`src/rtl/uart_reg_host.sv`:
```
// Register-bus initiator that configures a UART, pushes TX bytes and pops RX bytes.
// Optional access timeout with sticky bus_err is enabled by defining UART_HOST_TIMEOUT_EN.
module uart_reg_host #(
  parameter logic [3:0]  ADDR_CTRL    = 4'h0,
  parameter logic [3:0]  ADDR_BAUD_LO = 4'h2,
  parameter logic [3:0]  ADDR_BAUD_HI = 4'h3,
  parameter logic [3:0]  ADDR_STAT    = 4'h4,
  parameter logic [3:0]  ADDR_TXD     = 4'h5,
  parameter logic [3:0]  ADDR_RXD     = 4'h6,
  parameter int unsigned TXFULL_BIT   = 0,
  parameter int unsigned RXEMPTY_BIT  = 1
) (
  input  logic        app_clk,
  input  logic        srst,
  input  logic        cfg_init_req,
  input  logic [7:0]  cfg_ctrl,
  input  logic [11:0] cfg_baud,
  input  logic        tx_valid,
  input  logic [7:0]  tx_data,
  output logic        tx_ready,
  output logic        rx_valid,
  output logic [7:0]  rx_data,
  input  logic        rx_ready,
  output logic        reg_cs,
  output logic        reg_wr,
  output logic [3:0]  reg_addr,
  output logic [7:0]  reg_wdata,
  output logic        reg_be,
  input  logic [7:0]  reg_rdata,
  input  logic        reg_ack,
  output logic        init_done,
  output logic        bus_err
);

  typedef enum logic [2:0] {
    IDLE, INIT_CTRL, INIT_BLO, INIT_BHI, POLL_STAT, WR_TX, RD_RX
  } state_e;

  state_e      state_q, state_d;
  state_e      launch_st;
  logic        launch;
  logic        init_go;
  logic        done_q, done_d;
  logic        reg_cs_q, reg_cs_d;
  logic        reg_wr_q, reg_wr_d;
  logic [3:0]  reg_addr_q, reg_addr_d;
  logic [7:0]  reg_wdata_q, reg_wdata_d;
  logic        reg_be_q, reg_be_d;
  logic        tx_ready_q, tx_ready_d;
  logic        rx_valid_q, rx_valid_d;
  logic [7:0]  rx_data_q, rx_data_d;
  logic        init_done_q, init_done_d;
  logic        init_pend_q, init_pend_d;
  logic        stat_rxe_q, stat_rxe_d;
  logic        stat_txf_q, stat_txf_d;
`ifdef UART_HOST_TIMEOUT_EN
  logic [7:0]  tmo_cnt_q, tmo_cnt_d;
  logic        bus_err_q, bus_err_d;
`endif

  always_comb begin
    state_d     = state_q;
    done_d      = done_q;
    reg_cs_d    = reg_cs_q;
    reg_wr_d    = reg_wr_q;
    reg_addr_d  = reg_addr_q;
    reg_wdata_d = reg_wdata_q;
    reg_be_d    = reg_be_q;
    tx_ready_d  = 1'b0;
    rx_valid_d  = rx_valid_q;
    rx_data_d   = rx_data_q;
    init_done_d = init_done_q;
    init_pend_d = init_pend_q | cfg_init_req;
    stat_rxe_d  = stat_rxe_q;
    stat_txf_d  = stat_txf_q;
    launch      = 1'b0;
    launch_st   = IDLE;
    init_go     = init_pend_q | cfg_init_req;
`ifdef UART_HOST_TIMEOUT_EN
    tmo_cnt_d   = tmo_cnt_q;
    bus_err_d   = bus_err_q & ~cfg_init_req;
`endif

    if (rx_valid_q && rx_ready) begin
      rx_valid_d = 1'b0;
    end

    // Each access ends with a "done" cycle (cs low) in which the next access is chosen;
    // this gives the mandatory idle cycle between accesses without extra states.
    if (state_q == IDLE) begin
      if (init_go) begin
        launch    = 1'b1;
        launch_st = INIT_CTRL;
      end else if (init_done_q && (tx_valid || !rx_valid_q)) begin
        launch    = 1'b1;
        launch_st = POLL_STAT;
      end
    end else if (done_q) begin
      done_d  = 1'b0;
      state_d = IDLE;
      if (init_go) begin
        launch    = 1'b1;
        launch_st = INIT_CTRL;
      end else begin
        case (state_q)
          INIT_CTRL: begin
            launch    = 1'b1;
            launch_st = INIT_BLO;
          end
          INIT_BLO: begin
            launch    = 1'b1;
            launch_st = INIT_BHI;
          end
          POLL_STAT: begin
            if (!stat_rxe_q && !rx_valid_q) begin
              launch    = 1'b1;
              launch_st = RD_RX;
            end else if (tx_valid && !stat_txf_q) begin
              launch    = 1'b1;
              launch_st = WR_TX;
            end
          end
          default: ;
        endcase
      end
    end else if (reg_cs_q && reg_ack) begin
      reg_cs_d = 1'b0;
      done_d   = 1'b1;
`ifdef UART_HOST_TIMEOUT_EN
      tmo_cnt_d = '0;
`endif
      case (state_q)
        INIT_BHI:  init_done_d = 1'b1;
        POLL_STAT: begin
          stat_rxe_d = reg_rdata[RXEMPTY_BIT];
          stat_txf_d = reg_rdata[TXFULL_BIT];
        end
        WR_TX:     tx_ready_d = 1'b1;
        RD_RX: begin
          rx_data_d  = reg_rdata;
          rx_valid_d = 1'b1;
        end
        default: ;
      endcase
    end
`ifdef UART_HOST_TIMEOUT_EN
    else if (tmo_cnt_q == 8'd254) begin
      reg_cs_d  = 1'b0;
      bus_err_d = 1'b1;
      state_d   = IDLE;
      done_d    = 1'b0;
      tmo_cnt_d = '0;
    end else begin
      tmo_cnt_d = tmo_cnt_q + 8'd1;
    end
`endif

    if (launch) begin
      state_d     = launch_st;
      done_d      = 1'b0;
      reg_cs_d    = 1'b1;
      reg_be_d    = 1'b1;
      reg_wr_d    = 1'b1;
      reg_wdata_d = '0;
`ifdef UART_HOST_TIMEOUT_EN
      tmo_cnt_d   = '0;
`endif
      case (launch_st)
        INIT_CTRL: begin
          reg_addr_d  = ADDR_CTRL;
          reg_wdata_d = cfg_ctrl;
          init_done_d = 1'b0;
          init_pend_d = 1'b0;
        end
        INIT_BLO: begin
          reg_addr_d  = ADDR_BAUD_LO;
          reg_wdata_d = cfg_baud[7:0];
        end
        INIT_BHI: begin
          reg_addr_d  = ADDR_BAUD_HI;
          reg_wdata_d = {4'h0, cfg_baud[11:8]};
        end
        POLL_STAT: begin
          reg_addr_d = ADDR_STAT;
          reg_wr_d   = 1'b0;
        end
        WR_TX: begin
          reg_addr_d  = ADDR_TXD;
          reg_wdata_d = tx_data;
        end
        RD_RX: begin
          reg_addr_d = ADDR_RXD;
          reg_wr_d   = 1'b0;
        end
        default: ;
      endcase
    end
  end

  always_ff @(posedge app_clk) begin
    if (srst) begin
      state_q     <= IDLE;
      done_q      <= 1'b0;
      reg_cs_q    <= 1'b0;
      reg_wr_q    <= 1'b0;
      reg_addr_q  <= '0;
      reg_wdata_q <= '0;
      reg_be_q    <= 1'b0;
      tx_ready_q  <= 1'b0;
      rx_valid_q  <= 1'b0;
      rx_data_q   <= '0;
      init_done_q <= 1'b0;
      init_pend_q <= 1'b0;
      stat_rxe_q  <= 1'b1;
      stat_txf_q  <= 1'b1;
`ifdef UART_HOST_TIMEOUT_EN
      tmo_cnt_q   <= '0;
      bus_err_q   <= 1'b0;
`endif
    end else begin
      state_q     <= state_d;
      done_q      <= done_d;
      reg_cs_q    <= reg_cs_d;
      reg_wr_q    <= reg_wr_d;
      reg_addr_q  <= reg_addr_d;
      reg_wdata_q <= reg_wdata_d;
      reg_be_q    <= reg_be_d;
      tx_ready_q  <= tx_ready_d;
      rx_valid_q  <= rx_valid_d;
      rx_data_q   <= rx_data_d;
      init_done_q <= init_done_d;
      init_pend_q <= init_pend_d;
      stat_rxe_q  <= stat_rxe_d;
      stat_txf_q  <= stat_txf_d;
`ifdef UART_HOST_TIMEOUT_EN
      tmo_cnt_q   <= tmo_cnt_d;
      bus_err_q   <= bus_err_d;
`endif
    end
  end

  assign reg_cs    = reg_cs_q;
  assign reg_wr    = reg_wr_q;
  assign reg_addr  = reg_addr_q;
  assign reg_wdata = reg_wdata_q;
  assign reg_be    = reg_be_q;
  assign tx_ready  = tx_ready_q;
  assign rx_valid  = rx_valid_q;
  assign rx_data   = rx_data_q;
  assign init_done = init_done_q;
`ifdef UART_HOST_TIMEOUT_EN
  assign bus_err   = bus_err_q;
`else
  assign bus_err   = 1'b0;
`endif

endmodule

```
`config.mk`:
```
export PLATFORM = sky130hd
export DESIGN_NAME = uart_reg_host
export DESIGN_NICKNAME = d
export VERILOG_FILES = /design/src/rtl/uart_reg_host.sv
export SDC_FILE = /design/constraint.sdc
export NUM_CORES = 1
export LEC_CHECK = 0
export BUFFER_PORTS_ARGS = -buffer_cell sky130_fd_sc_hd__buf_2
export CORE_MARGIN = 1.5
export CORE_UTILIZATION = 30
export CTS_CLUSTER_SIZE = 24
export DETAILED_ROUTE_END_ITERATION = 12
export GPL_ROUTABILITY_DRIVEN = 0
export GPL_TIMING_DRIVEN = 0
export MAX_ROUTING_LAYER = met4
export PLACE_DENSITY = 0.62
export SYNTH_ARGS = -nofsm -noshare
export SYNTH_HDL_FRONTEND = slang
export SYNTH_SLANG_ARGS = --single-unit
export TNS_END_PERCENT = 50
```
`constraint.sdc`:
```
create_clock -name app_clk -period 4.4 [get_ports app_clk]
set_clock_uncertainty 0.15 [all_clocks]
set_input_delay 0.88 -clock app_clk [delete_from_list [all_inputs] [get_ports app_clk]]
set_output_delay 0.88 -clock app_clk [all_outputs]
set_load 0.01 [all_outputs]
```
==> flow_summary.toml <==
[status]
status = "finished, final reports clean"

[setup_path]
r2r-start = "state_q[1]"
cp_slowest_cell = "o211ai_1"
cp.required_ns = 4.42
reg2reg_depth = 6
crit_type = "input pin to register"
path_cells = "buf_2 > or2_1 > o211ai_1 > o311ai_4 > nand2b_1 > clkbuf_1 > nor3_1 > a221o_1"
critPathMaxFanout = 8
end_kind = "register"
cp.arrival_ns = 2.62
reg2reg_slack_ns = 2.20
r2r-end = "reg_wdata[4]"
cp.buffers_inverters = 2
slowest_delay_ns = 0.33
start_kind = "input pin"
crit_family = "compound AO/OA/AOI/OAI gates"

[clock_network]
clk_pin_slew_ns = 0.07
cts.sinks = 32
cts-buffers-inserted = 5
clkLatencyLatePin_ns = 0.28
clockRootBuffer = "clkbuf_8"
cts.htree.levels = 2
clockBufferDepth = 2
cts_hold_buf = 0
post_cts_buffers = 0
cts_tree = "done"
cts_resized = 0

[logic_synthesis]
synth_warnings = 0
ys_types = 43
async_flop_share_pct = 0
yosysMostFrequentCell = "dfxtp_1"
synth.area.top_cells = "dfxtp_1, mux2i_1, a21oi_1"
synth_ff_type = "dfxtp_1"
synth_top_area_share_pct = 41.2
yosys-top-cells-count = "dfxtp_1, nor2_1, a21oi_1"
ys_seq_area_share_pct = 41.2
synth_seq_cells = 32
yosys.area.top_type = "dfxtp_1"
avgSynthCellArea_sq_um = 9.21
synth_area_sq_mm = 0.00156
synth_edf_count = 0
syn_inst = 169

[timing]
tightest_slew_ns = 0.558
rsz0062_at_grt = "false"
slew_headroom_pct = 62.8
fmax_mhz = 385
hold_viol_final = 0
report.final.slew_viol_count = 0
finalCriticalPeriod_ns = 2.59
finalCritPeriodShare_pct = 59.0
finalSetupTns_ns = 0
setup_viol_count_final = 0
holdWs_ns = 0.290

[pwr]
power.density_mw_per_mm2 = 315
p_leak_nw = 0.913
ir_drop_uv = 165

[layout]
multi_input_area_sq_um = 825
seq_area_sq_um = 641
syn2layout_area_growth_pct = 32.6
fillerInstances = 521
design_area_sq_mm = 0.00206
antenna_cells = 0
drive_gt1_share_pct = 35.4
fin_nets = 284

[drt]
wl_um = 4070
route.detailed.wl_per_inst_um = 13.0
dr_total_vias = 1500
drc = 0
drtIter0Drc = 72
antenna_left = 0
drt_first_pass_iters = 5
vias_per_cell = 4.79

[floorplanning]
die_area_sq_mm = 0.00563
die_x_um = 75.0
fp.dieH_um = 75.0
row_count = 26
initial_utilization_pct = 30.9
io_pins = 69
core_area_sq_mm = 0.00504

[placement]
post_dp_cell_area_sq_mm = 0.00197
port_buffers = 65
dp_hpwl_um = 3050

[global_route]
grt_pass1_vias = 1299
antenna_found_initial = 0
grt_max_degree = 11
grt_pass1_wl_um = 6220
grt-ovfl-total = 0
gr-usage-all-layers_pct = 15.3

[min_path]
hold_path_end = "reg_be"
hold_path_class = "register to register"
min_from = "reg_be"
min_path_cells = 2

[job]
drv_cap = 0
[placed cells by master, fill, tap and decap left out, drive strengths merged, types with 2 or more instances in the layout]
cell / instances
a21oi: 16
a221o: 8
a22oi: 4
and3: 2
buf: 75
clkbuf: 11
conb: 2
dfxtp: 32
inv: 4
mux2i: 13
nand2: 7
nand2b: 8
nand3: 9
nor2: 17
nor2b: 3
nor3: 8
nor3b: 3
o21ai: 2
[worst max-delay path by stage]
stage	startpoint	to	slack [ns]	cells past startpoint
after floorplan	cfg_init_req	reg_wdata[7]	1.87	7
after detailed placement	cfg_init_req	reg_wdata[7]	1.48	8
after CTS	cfg_init_req	reg_wdata[4]	1.77	8
final	cfg_init_req	reg_wdata[4]	1.81	8
after global placement	cfg_init_req	reg_wdata[4]	1.51	8
after global routing	cfg_init_req	reg_wdata[7]	1.72	8
[report_power, final]
| group | switching [mW] | leakage (nW) | internal (mW) |
|---|---|---|---|
| combinational | 0.0548 | 0.607 | 0.0492 |
| sequential | 0.00707 | 0.261 | 0.303 |
| clock | 0.107 | 0.0455 | 0.128 |
| total | 0.169 | 0.913 | 0.480 |
[flip-flops by register name, summed over array words and instances (netlist names), 3 cells and up]
name       flops
reg_addr       3
reg_wdata      8
state_q        3
rx_data        8
[worst register-to-register path, stage by stage, from the launching register on]
cell,delay [ns]
dfxtp_1,0.34
buf_2,0.21
nor3b_1,0.26
a311o_1,0.21
nand3_2,0.24
nor4_4,0.50
a221o_1,0.22
[layer usage]
metal,part of all wire (%),vias to the layer above,track usage (%)
li1,-,760,-
met1,45,708,18.7
met2,50,26,23.8
met3,3.6,6,4.42
met4,1.5,0,6.06
met5,0,-,-
[cell families after synthesis]
group,share of synthesized area (%)
simple gates,21.8
other cells,0.241
mux,8.36
compound gates,22.3
buf+inv,6.11
flops,41.2
[cell type report]
cell class / count / share of cell area (%)
flip-flops and latches: 32 / 31.0
repair buffers: 65 / 15.8
plain buffers: 13 / 3.88
well taps: 70 / 4.24
clock buffers: 8 / 4.37
inverters: 4 / 0.728
multi-input cells: 121 / 40.0
[metrics by stage]
| stage | worst slack, ns | cells | total power [mW] | util (%) |
|---|---|---|---|---|
| 2_1_floorplan | 1.87 | 170 | 0.379 | - |
| 3_3_place_gp | 1.51 | 305 | 0.421 | 39.1 |
| 3_5_place_dp | 1.48 | 305 | 0.422 | 39.1 |
| 4_1_cts | 1.77 | 313 | 0.657 | 40.9 |
| 5_1_grt | 1.72 | 313 | 0.680 | 40.9 |
| 6_report | 1.81 | 313 | 0.649 | 40.9 |
Power figures use the tool's default switching activity.
